<file path="src/rtl/loader_pkg.sv">
`default_nettype none
// ============================================================================
// Module      : loader_pkg
// Description : Shared types and constants for the UART program loader.
//               rx_state_t   - UART receiver FSM states
//               byte_phase_t - which half of an instruction word is expected
// Revision    : 1.0 - initial release
// ============================================================================
package loader_pkg;

    localparam int UART_DATA_BITS = 8;

    typedef enum logic [2:0] {
        IDLE   = 3'd0,
        START  = 3'd1,
        DATA   = 3'd2,
        PARITY = 3'd3,
        STOP   = 3'd4
    } rx_state_t;

    typedef enum logic {
        LOW  = 1'b0,
        HIGH = 1'b1
    } byte_phase_t;

endpackage
`default_nettype wire

</file>
<file path="src/rtl/uart_rx_byte.sv">
`default_nettype none
// ============================================================================
// Module      : uart_rx_byte
// Description : 8N1 UART byte receiver (8E1 when LOADER_PARITY_EN is defined).
//               rx is double-flopped before use. The sample-point outputs are
//               decodes of registered state, asserted in the cycle the stop
//               (or parity) bit is sampled; the parent registers them.
// Ports       : clk, reset (async active-low), i_rx (serial in, idles high)
//               o_byte_valid  - stop bit sampled high, o_byte_data is good
//               o_byte_data   - received byte, LSB first on the wire
//               o_frame_err   - stop bit sampled low
//               o_parity_err  - even-parity mismatch (LOADER_PARITY_EN only)
//               o_busy        - FSM not in IDLE
// Macro       : LOADER_PARITY_EN - adds the PARITY state and o_parity_err
// Revision    : 1.0 - initial release
// ============================================================================
module uart_rx_byte
    import loader_pkg::*;
#(
    parameter int CLKS_PER_BIT = 434
) (
    input  logic       clk,
    input  logic       reset,
    input  logic       i_rx,
    output logic       o_byte_valid,
    output logic [7:0] o_byte_data,
    output logic       o_frame_err,
`ifdef LOADER_PARITY_EN
    output logic       o_parity_err,
`endif
    output logic       o_busy
);

    localparam int CNT_W = (CLKS_PER_BIT > 2) ? $clog2(CLKS_PER_BIT) : 1;
    localparam logic [CNT_W-1:0] c_bit_last  = CNT_W'(CLKS_PER_BIT - 1);
    localparam logic [CNT_W-1:0] c_half_last = CNT_W'(CLKS_PER_BIT / 2 - 1);
    localparam logic [2:0]       c_last_bit  = 3'(UART_DATA_BITS - 1);

    logic             r_sync1;
    logic             r_rx_s;
    rx_state_t        r_state;
    logic [CNT_W-1:0] r_clk_cnt;
    logic [2:0]       r_bit_idx;
    logic [7:0]       r_shift;
`ifdef LOADER_PARITY_EN
    logic             r_par_bad;
`endif

    logic w_tick;
    logic w_stop_sample;

    assign w_tick        = (r_clk_cnt == c_bit_last);
    assign w_stop_sample = (r_state == STOP) && w_tick;

    always_ff @(posedge clk or negedge reset) begin
        if (!reset) begin
            r_sync1   <= 1'b1;
            r_rx_s    <= 1'b1;
            r_state   <= IDLE;
            r_clk_cnt <= '0;
            r_bit_idx <= '0;
            r_shift   <= '0;
`ifdef LOADER_PARITY_EN
            r_par_bad <= 1'b0;
`endif
        end else begin
            r_sync1 <= i_rx;
            r_rx_s  <= r_sync1;
            case (r_state)
                IDLE: begin
                    r_clk_cnt <= '0;
                    r_bit_idx <= '0;
`ifdef LOADER_PARITY_EN
                    r_par_bad <= 1'b0;
`endif
                    if (!r_rx_s) begin
                        r_state <= START;
                    end
                end
                START: begin
                    // Mid-start-bit check rejects glitches on the line.
                    if (r_clk_cnt == c_half_last) begin
                        r_clk_cnt <= '0;
                        r_state   <= r_rx_s ? IDLE : DATA;
                    end else begin
                        r_clk_cnt <= r_clk_cnt + CNT_W'(1);
                    end
                end
                DATA: begin
                    if (w_tick) begin
                        r_clk_cnt <= '0;
                        r_shift   <= {r_rx_s, r_shift[7:1]};
                        r_bit_idx <= r_bit_idx + 3'd1;
                        if (r_bit_idx == c_last_bit) begin
`ifdef LOADER_PARITY_EN
                            r_state <= PARITY;
`else
                            r_state <= STOP;
`endif
                        end
                    end else begin
                        r_clk_cnt <= r_clk_cnt + CNT_W'(1);
                    end
                end
`ifdef LOADER_PARITY_EN
                PARITY: begin
                    if (w_tick) begin
                        r_clk_cnt <= '0;
                        r_par_bad <= r_rx_s ^ (^r_shift);
                        r_state   <= STOP;
                    end else begin
                        r_clk_cnt <= r_clk_cnt + CNT_W'(1);
                    end
                end
`endif
                STOP: begin
                    if (w_tick) begin
                        r_clk_cnt <= '0;
                        r_state   <= IDLE;
                    end else begin
                        r_clk_cnt <= r_clk_cnt + CNT_W'(1);
                    end
                end
                default: begin
                    r_state <= IDLE;
                end
            endcase
        end
    end

    assign o_byte_data = r_shift;
    assign o_frame_err = w_stop_sample && !r_rx_s;
    assign o_busy      = (r_state != IDLE);
`ifdef LOADER_PARITY_EN
    // A parity failure discards the byte but the stop bit is still checked.
    assign o_byte_valid = w_stop_sample && r_rx_s && !r_par_bad;
    assign o_parity_err = (r_state == PARITY) && w_tick && (r_rx_s ^ (^r_shift));
`else
    assign o_byte_valid = w_stop_sample && r_rx_s;
`endif

endmodule
`default_nettype wire

</file>
<file path="src/rtl/program_loader.sv">
`default_nettype none
// ============================================================================
// Module      : program_loader
// Description : Serial program loader. Pairs of UART bytes are packed into
//               DATA_WIDTH-bit instruction words and written to sequential
//               program-RAM addresses starting at 0.
// Ports       : clk, reset (async active-low), rx (UART in)
//               program_write   - 1-cycle write strobe
//               program_cmd     - assembled word, held until next write
//               program_address - address of the current/last write
//               busy            - UART frame in progress
//               done            - sticky, last address has been written
//               frame_error     - 1-cycle pulse on a low stop bit
//               parity_error    - 1-cycle pulse on parity mismatch
//                                 (LOADER_PARITY_EN only)
// Macro       : LOADER_PARITY_EN - enables even parity on each UART frame
// Revision    : 1.0 - initial release
// ============================================================================
module program_loader
    import loader_pkg::*;
#(
    parameter int CLKS_PER_BIT      = 434,
    parameter int ADDR_WIDTH        = 8,
    parameter int INSTRUCTION_WIDTH = 4,
    parameter int DATA_WIDTH        = ADDR_WIDTH + INSTRUCTION_WIDTH,
    parameter int TIMEOUT_BITS      = 20
) (
    input  logic                  clk,
    input  logic                  reset,
    input  logic                  rx,
    output logic                  program_write,
    output logic [DATA_WIDTH-1:0] program_cmd,
    output logic [ADDR_WIDTH-1:0] program_address,
    output logic                  busy,
    output logic                  done,
`ifdef LOADER_PARITY_EN
    output logic                  parity_error,
`endif
    output logic                  frame_error
);

    localparam int TO_CYCLES = TIMEOUT_BITS * CLKS_PER_BIT;
    localparam int TO_W      = (TO_CYCLES > 2) ? $clog2(TO_CYCLES) : 1;
    localparam logic [TO_W-1:0] c_to_last = TO_W'(TO_CYCLES - 1);

    logic       w_byte_valid;
    logic [7:0] w_byte_data;
    logic       w_frame_err;
    logic       w_parity_err;
    logic       w_busy;
    logic       w_timeout;
    logic       w_unused_bits;

    byte_phase_t           r_phase;
    logic [7:0]            r_low_byte;
    logic [ADDR_WIDTH-1:0] r_addr;
    logic [TO_W-1:0]       r_idle_cnt;
    logic                  r_write;
    logic [DATA_WIDTH-1:0] r_cmd;
    logic [ADDR_WIDTH-1:0] r_address;
    logic                  r_done;
    logic                  r_frame_error;
`ifdef LOADER_PARITY_EN
    logic                  r_parity_error;
`endif

    uart_rx_byte #(
        .CLKS_PER_BIT (CLKS_PER_BIT)
    ) u_rx (
        .clk          (clk),
        .reset        (reset),
        .i_rx         (rx),
        .o_byte_valid (w_byte_valid),
        .o_byte_data  (w_byte_data),
        .o_frame_err  (w_frame_err),
`ifdef LOADER_PARITY_EN
        .o_parity_err (w_parity_err),
`endif
        .o_busy       (w_busy)
    );

`ifndef LOADER_PARITY_EN
    assign w_parity_err = 1'b0;
`endif

    // Upper bits of the high byte are discarded when DATA_WIDTH < 16.
    assign w_unused_bits = &{1'b0, w_byte_data};

    // A half word left waiting too long on an idle line is abandoned.
    assign w_timeout = (r_phase == HIGH) && !w_busy && (r_idle_cnt == c_to_last);

    always_ff @(posedge clk or negedge reset) begin
        if (!reset) begin
            r_phase        <= LOW;
            r_low_byte     <= '0;
            r_addr         <= '0;
            r_idle_cnt     <= '0;
            r_write        <= 1'b0;
            r_cmd          <= '0;
            r_address      <= '0;
            r_done         <= 1'b0;
            r_frame_error  <= 1'b0;
`ifdef LOADER_PARITY_EN
            r_parity_error <= 1'b0;
`endif
        end else begin
            r_write        <= 1'b0;
            r_frame_error  <= w_frame_err;
`ifdef LOADER_PARITY_EN
            r_parity_error <= w_parity_err;
`endif

            if (w_busy || (r_phase == LOW) || w_timeout) begin
                r_idle_cnt <= '0;
            end else begin
                r_idle_cnt <= r_idle_cnt + TO_W'(1);
            end

            if (w_frame_err || w_parity_err || w_timeout) begin
                r_phase <= LOW;
            end else if (w_byte_valid && !r_done) begin
                if (r_phase == LOW) begin
                    r_low_byte <= w_byte_data;
                    r_phase    <= HIGH;
                end else begin
                    r_cmd     <= {w_byte_data[DATA_WIDTH-9:0], r_low_byte};
                    r_address <= r_addr;
                    r_write   <= 1'b1;
                    r_addr    <= r_addr + ADDR_WIDTH'(1);
                    r_phase   <= LOW;
                    if (r_addr == {ADDR_WIDTH{1'b1}}) begin
                        r_done <= 1'b1;
                    end
                end
            end
        end
    end

    assign program_write   = r_write;
    assign program_cmd     = r_cmd;
    assign program_address = r_address;
    assign busy            = w_busy;
    assign done            = r_done;
    assign frame_error     = r_frame_error;
`ifdef LOADER_PARITY_EN
    assign parity_error    = r_parity_error;
`endif

endmodule
`default_nettype wire

</file>
<file path="config.mk">
export PLATFORM = sky130hd
export DESIGN_NAME = program_loader
export DESIGN_NICKNAME = d
export VERILOG_FILES = /design/src/rtl/loader_pkg.sv /design/src/rtl/uart_rx_byte.sv /design/src/rtl/program_loader.sv
export SDC_FILE = /design/constraint.sdc
export NUM_CORES = 1
export LEC_CHECK = 0
export ABC_AREA = 1
export CAP_MARGIN = 20
export CORE_ASPECT_RATIO = 1.2
export CORE_UTILIZATION = 53
export CTS_BUF_LIST = sky130_fd_sc_hd__clkbuf_16
export DETAILED_ROUTE_END_ITERATION = 10
export PLACE_DENSITY_LB_ADDON = 0.3
export REMOVE_ABC_BUFFERS = 1
export SYNTH_ARGS = -nofsm -noshare
export SYNTH_HDL_FRONTEND = slang
export SYNTH_SLANG_ARGS = --single-unit
export TNS_END_PERCENT = 1
</file>
<file path="constraint.sdc">
create_clock -name clk -period 1.6 [get_ports clk]
set_input_delay 0.32 -clock clk [delete_from_list [all_inputs] [get_ports clk]]
set_output_delay 0.32 -clock clk [all_outputs]
set_load 0.05 [all_outputs]
</file>
==> results of run 1 <==
[power groups by stage]
stage | Clock [uW] | Sequential, uW | Combinational [uW]
2_1_floorplan | 0 | 2040 | 8.35
3_3_place_gp | 0 | 2040 | 65.5
3_5_place_dp | 0 | 2040 | 66.6
4_1_cts | 2120 | 2000 | 68.8
5_1_grt | 2210 | 2000 | 76.1
6_report | 2090 | 2000 | 64.9
[metrics by stage]
step / std cells / total power (uW) / setup TNS, ps / hold WS (ps) / setup WS (ps)
final: 585 / 4155 / 0 / 357.7 / 4.428
after global routing: 585 / 4290 / -2820 / 360.0 / -98.37
after CTS: 583 / 4192 / -316.1 / 359.1 / -38.51
after detailed placement: 562 / 2107 / -179.3 / 259.2 / -35.32
after global placement: 562 / 2105 / -5.168 / 256.8 / -5.168
after floorplan: 425 / 2049 / -169.4 / 24.41 / -69.97
[area by class of cell]
cell class                      count  area (sq um)
Tap cell                           87         108.9
Clock inverter                      7         80.08
Inverter                           59         224.0
Multi-Input combinational cell    287          1570
Fill cell                         527          2141
Sequential cell                    79          1982
Clock buffer                        9         225.2
Timing Repair Buffer               57         523.0
[cells by family after synthesis]
kind of cell,Yosys count
XOR/XNOR,8
AO/OA/AOI/OAI,48
adder cells (fa/ha/maj),7
AND/OR/NAND/NOR,224
buffers and inverters,67
flip-flops,79
[layer usage]
layer | track usage | part of all wire | up-vias
met4 | 0.08788 | 0.019 | 0
met2 | 0.3812 | 0.51 | 48
met5 | 0 | 0 | -
met3 | 0.06117 | 0.034 | 14
met1 | 0.2770 | 0.43 | 1395
li1 | - | - | 1497
[worst max-delay path by stage]
stage,start,endpoint,depth (start not counted)
2_1_floorplan,u_rx.r_state[1],r_idle_cnt[6],5
3_3_place_gp,u_rx.r_clk_cnt[1],u_rx.r_clk_cnt[5],10
3_5_place_dp,u_rx.r_clk_cnt[1],u_rx.r_clk_cnt[5],10
4_1_cts,u_rx.r_clk_cnt[1],r_addr[4],11
5_1_grt,u_rx.r_clk_cnt[1],program_cmd[4],11
6_report,u_rx.r_clk_cnt[1],r_addr[4],11
[flip-flops by register name, indices dropped and copies added, names as in the netlist, 3 cells and up]
name / cells
u_rx.r_state: 3
u_rx.o_byte_data: 8
u_rx.r_bit_idx: 3
r_idle_cnt: 14
program_address: 8
program_cmd: 12
r_low_byte: 8
u_rx.r_clk_cnt: 9
r_addr: 8
[worst register-to-register path, stage by stage (launching register included)]
cell and delay (ps):
sky130_fd_sc_hd__dfrtp_1 380, sky130_fd_sc_hd__inv_2 80, sky130_fd_sc_hd__ha_4 140, sky130_fd_sc_hd__nand2_4 60, sky130_fd_sc_hd__nor2_4 150, sky130_fd_sc_hd__nand2_4 90
sky130_fd_sc_hd__nor2_8 130, sky130_fd_sc_hd__nand2_4 70, sky130_fd_sc_hd__nor2_4 180, sky130_fd_sc_hd__buf_4 150, sky130_fd_sc_hd__nand3_1 50, sky130_fd_sc_hd__nand2_1 50
[cell usage after synthesis (all sizes together), types with 2 or more instances]
library cell  number
nand2            138
dfrtp             77
inv               59
o21ai             38
nor2              33
nand3             28
nor3              12
buf                8
xor2               8
ha                 7
nand4              6
a21oi              3
o21bai             3
or2                3
dfstp              2
o22ai              2
[timing repair]
item	in CTS	in global routing
gates resized for setup	9	30
endpoints found under the setup margin	19	64
setup buffers	4	2
pin swaps	6	7
hold buffers	1	0
endpoints found under the hold margin	21	0
==> results summary, run 1 <==
Yosys printed 0 warnings. Across all layers, the routed design uses 2954 vias. The finished layout cell area came out at 4713 sq um.

The post-route antenna net violation count is 0. The required arrival time at the worst endpoint is 1880 ps. The number of standard cells after synthesis is 433. The flop-to-flop setup slack came out at 4 ps. Leaving out fill and tap cells, the most frequent cell in the layout is sky130_fd_sc_hd__nand2_1. The post-synthesis instance area came out at 3760 sq um. The number of max-cap violations is 0. The flow ran to the end, and the final reports show no timing, DRC or antenna violations.

Cell internal power was estimated by the tool at 3246 uW. The detailed-route vias per instance is 5.050. The clock transition at the registers of the reported paths is 60 ps. Yosys attributes the largest share of cell area to sky130_fd_sc_hd__dfrtp_1 (51%), sky130_fd_sc_hd__nand2_1 (13%), sky130_fd_sc_hd__inv_1 (5.5%), sky130_fd_sc_hd__nand3_1 (3.5%), sky130_fd_sc_hd__nor2_1 (2.6%). The largest area contributor in the netlist is sky130_fd_sc_hd__dfrtp_1. The critical path contains buffers and inverters numbering 2 combined. Buffers placed on the I/O ports in this run total 26. The number of sinks handled by clock tree synthesis came out at 79. After synthesis, the largest family of logic cells by area is simple AND/OR/NAND/NOR gates. TritonCTS built the clock tree.

The buffer levels on the longest clock path came out at 2. The count of nets after finishing is 503. The number of max-slew violations in the final report came out at 0. Of the post-synthesis cell area, the dominant cell type holds 0.5125. After floorplanning, the core was sized to cover 6854 sq um. In this run the power spent charging and discharging nets is 909.7 uW. The tightest min-delay check is of the reg2reg type. The wire length of the first global-routing pass is 12770 um. The highest achievable clock rate is 0.6267 GHz.

The x dimension of the die is 78.89 um. The setup clock skew after layout is 7.689 ps. The fraction of final layout cells sized beyond drive strength 1 is 0.2550. By instance count, the cell type seen most on the critical path is sky130_fd_sc_hd__nand2_4. The portion of total power attributed to sequential cells came out at 0.482. The detailed-route wire length per cell is 12.99 um. The critical path capture point type is a register.

The worst register-to-register path begins at u_rx.r_clk_cnt[1]. The leakage power of the design came out at 0.002361 uW. The portion of synthesized area spent on multiplexers is 0.

Entering global routing, the biggest net connects 29 pins. The number of clock buffers inserted by TritonCTS came out at 9. The transition time of the tightest slew-check pin is 375.0 ps. The effective utilization at floorplan came out at 0.5486.

The final core area utilization came out at 0.6877. Setup repair after global routing could not meet its margin everywhere. The area enclosed by the die boundary came out at 7436 sq um. The total wirelength of the detailed-routed design came out at 7600 um. The average size of a mapped cell is 8.683 sq um. The combinational power share is 0.016. The largest individual stage delay along the critical path comes from the cell sky130_fd_sc_hd__dfrtp_1. Among all flip-flop cells after synthesis, the most frequent one is sky130_fd_sc_hd__dfrtp_1. The later pin in the worst-skew pair is clocked with a latency of 340 ps.

The number of rows created at floorplan came out at 33. The fraction of power spent switching nets is 0.2189. The cell depth of the worst hold path is 0. The delay of the slowest critical-path stage came out at 380 ps. In this run the most critical hold path is launched from u_rx.r_sync1. The cell sitting at the root of the clock tree is a sky130_fd_sc_hd__clkbuf_16. The final period demand of the worst path is 1596 ps. The number of synthesized register bits came out at 79.

The initial antenna violation count is 0. The floorplan step set the die height to 94.27 um. The starting DRC count in detailed routing is 151. The worst register-to-register path ends at r_addr[4]. The HPWL after detailed placement came out at 5234 um. Of the available clock period, the critical path in the final layout requires 0.9972. The total overflow left after global routing is 0. The library cells used most frequently in the layout, excluding fill and tap cells, are sky130_fd_sc_hd__nand2_1 (121), sky130_fd_sc_hd__dfrtp_1 (75), sky130_fd_sc_hd__inv_1 (52), sky130_fd_sc_hd__buf_4 (45), sky130_fd_sc_hd__nor2_1 (25). The first detailed-routing pass took 4 iterations. STA classifies the critical path startpoint as a register.

In this run, synthesis inferred 0 flip-flops with an integrated enable. The number of antenna diodes in the final layout is 0. For this design the ratio of total power to cell area is 881.6 nW/um^2. The number of global-route vias before repair is 2850. The remaining design rule violation count is 0. The worst register-to-register path has a depth of 11. The fraction of the yosys area taken by sequential cells is 0.5265.

The count of H-tree levels built during CTS came out at 3. The cell area after placement came out at 4250 sq um. The type of the setup path with the least slack is reg2reg. The number of hold violations in the final report came out at 0. The top fanout value on the critical path is 6. In the synthesized netlist the async set-or-reset flop fraction comes to 1.000. The compound-gate portion of the synthesized area is 0.07554.

The worst slew margin relative to its limit is 0.7481. The clock network fraction of total power came out at 0.502. Data arrives at the worst endpoint at 1880 ps.

The post-synthesis share of cell area spent on xor and xnor gates came out at 0.01864. The cell family with the largest share of critical-path delay is simple AND/OR/NAND/NOR gates. The signal on the critical path passes through inv_2, ha_4, nand2_4, nor2_4, nand2_4, nor2_8, nand2_4, nor2_4, buf_4, nand3_1, nand2_1. The area overhead of the layout relative to synthesis came out at 25.36%.

Of the total synthesized cell area, the portion taken by AND, OR, NAND and NOR gates is 0.2782. Setup violations remaining at the end of the flow were counted as 0. The boundary pin count is 27. For hold timing, the worst endpoint is u_rx.r_rx_s. The number of library cell types mapped by synthesis is 33. Across every metal layer, demand over resource in global routing totals 0.2268. The post-synthesis adder-cell area fraction came out at 0.02329. The final weighted congestion of routability-driven global placement came out at 0.8439.

The worst IR drop on VDD is 0.0006859 V.
No activity file was read; power rests on OpenSTA's default activity.
==> run 2: changes to the inputs <==
--- a/config.mk
+++ b/config.mk
@@ -12,7 +12,6 @@
 export CTS_BUF_LIST = sky130_fd_sc_hd__clkbuf_16
 export DETAILED_ROUTE_END_ITERATION = 10
 export PLACE_DENSITY_LB_ADDON = 0.3
-export REMOVE_ABC_BUFFERS = 1
 export SYNTH_ARGS = -nofsm -noshare
 export SYNTH_HDL_FRONTEND = slang
 export SYNTH_SLANG_ARGS = --single-unit
==> results summary, run 2 (same netlist as run 1, synthesis figures left out) <==
The number of global-route vias before repair is 2848 (-0.070%). The HPWL after detailed placement was 5166 um (-1.3%). The worst hold-check path type is reg2reg. The boundary pin count was 27 (unchanged). The internal power is 3247 uW (about the same).

The clock transition at the registers of the reported paths came to 60 ps (about the same). The total of fill cells in the finished design came out at 542 (+2.8%). The post-route antenna net violation count came out at 0 (unchanged).

The count of H-tree levels built during CTS came out at 3 (unchanged). The minimum hold slack is 354.9 ps (-2.769 ps). The summed negative setup slack over all endpoints is 0 ps (unchanged).

The worst setup path is launched from a register. The die height came out at 94.27 um (unchanged). The number of sinks handled by clock tree synthesis is 79 (unchanged).

The leakage power of the design came out at 0.002284 uW (-3.3%). The worst IR drop on VDD came to 0.0006295 V (-8.2%). The vias after detailed routing came out at 2965 (+0.37%). The x dimension of the die is 78.89 um (unchanged). The buffer levels on the longest clock path is 2 (unchanged). Counting flops per register, the top entry is r_idle_cnt. The total global routing track utilization came to 0.2228 (-0.003987). Relative to the synthesized area, the layout overhead comes to 22.90%. The number of hold violations in the final report came out at 0 (unchanged). The detailed-route wire length per cell is 12.62 um (-2.9%). The highest achievable clock rate is 0.6327 GHz (+0.95%). The met2 track demand over resource came out at 0.3986 (+0.01739). The arrival time of data at the critical path endpoint is 1260 ps (-620 ps). The switching power is 903.1 uW (-0.72%). The fraction of final layout cells sized beyond drive strength 1 came to 0.2301 (-0.02488). Leaving out fill and tap cells, the most frequent cell in the layout is sky130_fd_sc_hd__nand2_1. The initial antenna violation count came out at 0 (unchanged). The setup clock skew after layout came out at 9.006 ps (+1.317 ps).

The tree is rooted in a sky130_fd_sc_hd__clkbuf_16. The met3 track utilization from global routing is 0.05340 (-0.007767). The area enclosed by the die boundary was 7436 sq um (unchanged). The worst setup slack after placement came out at -53.65 ps (-18.33 ps). The total inserted antenna cells is 0 (unchanged).

The combinational power share came out at 0.015 (about the same). The total power of the final layout was 4150 uW (-0.13%). Setup repair after global routing could not meet its margin everywhere. The fraction of power spent switching nets came to 0.2176 (-0.001314). The final core area utilization came to 0.6742 (-0.01351). The area of the multi-input gates is 1553 sq um (-1.1%).

The final number of setup-violating endpoints is 0 (unchanged). The number of rows created at floorplan came out at 33 (unchanged). The wire length of the first global-routing pass is 12600 um (-1.3%).

The global-route congestion overflow total is 0 (unchanged). The post-synthesis net count came out at 443. The critical path is of the reg2out type. The power density over cell area came out at 898.1 nW/um^2 (+1.9%).

The number of port buffers came out at 26 (unchanged). The clock latency reported for the late side of the worst-skew pair is 340 ps (about the same). The layer flagged by global routing as most heavily used is met2. The number of iterations in the first detailed-routing pass is 4 (unchanged). The required arrival time at the worst endpoint came to 1280 ps (-600 ps).

The worst slew margin relative to its limit is 0.7231 (-0.02500). The number of max-cap violations is 0 (unchanged). The area of the core region is 6854 sq um (unchanged). In the layout the commonest cells are sky130_fd_sc_hd__nand2_1 (124), sky130_fd_sc_hd__dfrtp_1 (76), sky130_fd_sc_hd__inv_1 (53), sky130_fd_sc_hd__buf_4 (40), sky130_fd_sc_hd__nand3_1 (26). TritonCTS built the clock tree. The final weighted congestion of routability-driven global placement is 0.9267 (+9.8%). The count of nets after finishing came to 496 (-1.4%). The storage element area came out at 1981 sq um (about the same).

The number of clock buffers inserted by TritonCTS is 9 (unchanged). The number of max-slew violations in the final report came to 0 (unchanged). The met1 usage is 0.2532 (-0.02379). The transition time of the tightest slew-check pin was 414.9 ps (+39.94 ps). The flip-flop count of the largest register, all copies and words added came out at 14 (unchanged). The critical path capture point type is an output port. The post-route fraction of the period consumed by the critical path came out at 0.9879 (-0.009375). The top fanout value on the critical path was 5 (-1). The final period demand of the worst path came out at 1581 ps (-15.00 ps). The clock network fraction of total power is 0.502 (about the same). The portion of total power attributed to sequential cells came out at 0.483 (about the same). The effective utilization at floorplan came out at 0.5486 (unchanged). The run finished with clean final reports. The detailed-route vias per instance came out at 5.130 (+1.6%).

The starting DRC count in detailed routing came out at 143 (-5.3%). The largest net degree at the start of global routing is 40 (+38%). The remaining design rule violation count was 0 (unchanged). The total wirelength of the detailed-routed design came out at 7295 um (-4.0%). The final critical-path setup slack came out at 19.43 ps (+15.00 ps).
-- run 2: path summary, 6_finish.rpt --
check	from	slack (ps)	depth (start not counted)	to
min in group asynchronous	reset	440	2	program_cmd[6]
worst min-delay path	u_rx.r_sync1	350	0	u_rx.r_rx_s
worst min register to register	u_rx.r_sync1	350	0	u_rx.r_rx_s
worst max-delay path	u_rx.r_state[1]	20	4	busy
max in group asynchronous	reset	560	3	u_rx.r_sync1
worst max register to register	u_rx.r_clk_cnt[0]	30	9	program_cmd[10]
-- run 2: metal layers --
layer  wire (um)  vias up
met1        3112     1423
li1            -     1478
met4         118        0
met2        3815       55
met5           0        -
met3         248        9
-- run 2: power groups by stage --
stage | combinational [uW] | sequential (uW) | clock [uW]
floorplan | 8.35 | 2040 | 0
global placement | 63.5 | 2040 | 0
detailed placement | 64.4 | 2040 | 0
CTS | 66.6 | 2000 | 2130
global route | 72.4 | 2000 | 2220
finish | 62.2 | 2000 | 2080
-- run 2: worst max-delay path, stage by stage (launching register included) --
cell                      delay [ps]
sky130_fd_sc_hd__dfrtp_2         450
sky130_fd_sc_hd__nor2_4          110
sky130_fd_sc_hd__nand2_2          60
sky130_fd_sc_hd__buf_4           160
sky130_fd_sc_hd__buf_12          150
-- run 2: final cells by class --
type	count	area share
Sequential cell	79	0.4286
Multi-Input combinational cell	288	0.3360
Timing Repair Buffer	49	0.09775
Clock buffer	9	0.04874
Inverter	59	0.04793
Tap cell	87	0.02356
Clock inverter	7	0.01733
-- run 2: through the flow --
stage	cell area [sq um]	instances
2_1_floorplan	3762	433
3_3_place_gp	4223	558
3_5_place_dp	4223	558
4_1_cts	4576	578
5_1_grt	4621	578
6_report	4621	578
-- run 2: repair_timing --
action | CTS | global route
setup endpoints to repair | 22 | 54
pin swaps | 3 | 0
setup buffers | 2 | 0
resized for setup | 3 | 15
gates cloned | 1 | 0
endpoints found under the hold margin | 27 | 0
hold buffers | 1 | 0
==> edit: new RTL, config.mk and constraints of run 2 <==
The option `LOADER_PARITY_EN` is turned on by a define.
--- a/src/rtl/uart_rx_byte.sv
+++ b/src/rtl/uart_rx_byte.sv
@@ -14,6 +14,8 @@
 // Macro       : LOADER_PARITY_EN - adds the PARITY state and o_parity_err
 // Revision    : 1.0 - initial release
 // ============================================================================
+`define LOADER_PARITY_EN
+
 module uart_rx_byte
     import loader_pkg::*;
 #(
Behaviour (old outputs only; new: parity_error): same outputs for any inputs over 10 cycles, from zero or initial values and one cycle with reset low; that may be too few to reach the edited logic, so the function may still have changed.
==> edit against run 2 <==
- the run now ends with setup timing left
- sequential cell count increased by 2
- worst setup slack got worse by 0.15 ns
- total power rose by 3.6%
- final cell count rose by 4.8%
- synthesized area is 2.3% higher
- non-clock buffer count is 10 higher
- cell area is 6.3% higher
- routed wire length up 7.2%
==> edit: results (changes against run 2) <==
Synthesis
  • Share of synthesized area occupied by flip-flops and latches: 52.8% (was 52.6%)
  • Compound-gate portion of the synthesized area: 10.2% (was 7.55%)
  • Xor and xnor area share after synthesis: 2.28% (was 1.86%)
  • Cell types with the highest counts after synthesis: 138 x nand2_1, 79 x dfrtp_1, 48 x inv_1 (was 129 x nand2_1, 77 x dfrtp_1, 55 x inv_1)

Placement
  • PortBufs: 27 (was 26)
  • Number of placed instances, taps included: 582 (was 558)
  • Pre-CTS WS: -0.202 ns (was -0.0536 ns)
  • Cell area after placement: 0.00432 mm2 (was 0.00422 mm2)
  • Final HPWL DP: 5230 um (was 5170 um)

Route
  • Wire length after detailed routing: 7820 um (was 7300 um)
  • Routed wire length on met3: 215 um (was 248 um)

Power and ir drop
  • Fraction of power consumed by the clock network: 50.8% (was 50.2%)
  • Internal power component: 3.43 mW (was 3.25 mW)
  • Sequential cell fraction of total power: 47.8% (was 48.3%)
  • Cell leakage power: 2.40 nW (was 2.28 nW)

Setup path
  • Maximum net fanout on the critical path: 6 (was 5)
  • Worst r2r dst: u_rx.r_state[2] (was program_cmd[10])
  • Data arrival time of the worst path: 1.94 ns (was 1.26 ns)
  • Critical path's largest stage delay: 0.39 ns (was 0.45 ns)
  • Reg2reg start: u_rx.r_clk_cnt[1] (was u_rx.r_clk_cnt[0])

Global routing
  • Global routing met1 resource utilization: 25.0% (was 25.3%)
  • Wire length of the first global-routing pass: 13100 um (was 12600 um)
  • Pin count of the biggest net entering global routing: 33 (was 40)

Final layout
  • Net count of the finished layout: 524 (was 496)

Outcome
  • Violated checks: setup timing
  • Outcome: finished, violations left (was finished clean)

STA
  • Minimum setup slack in the final design: -0.135 ns (was 0.0194 ns)
  • Final TNS setup: -3.55 ns (was 0 ns)
  • # setup viols final: 48 (was 0)
[edit: changes by cell type in the layout (fill, tap and decap cells not counted), moves of 4 or more]
cell     before  now
a21oi_1       3    8
buf_4        40   47
inv_1        53   43
nand2_2      10   14
nor2_2        1    5
nor3_2        2    8
o21ai_0      18   25
o21ai_1      12    5
o21ai_2       8   18
[edit: layout make-up]
cell class | count | area (um2)
clock inverters | 7 | 93.8
inverters | 51 | 206
clock buffers | 9 | 225
multi-input cells | 312 | 1680
repair buffers | 59 | 568
fillers | 514 | 2030
well taps | 87 | 109
flip-flops and latches | 81 | 2030
[edit: timing repair]
action                     4_1_cts  5_1_grt
gates cloned                     1        1
hold buffers                     1        0
hold endpoints to repair        30        0
pin swaps                        3        3
buffers inserted                 4        1
setup endpoints to repair       50       69
resized for setup               23       28
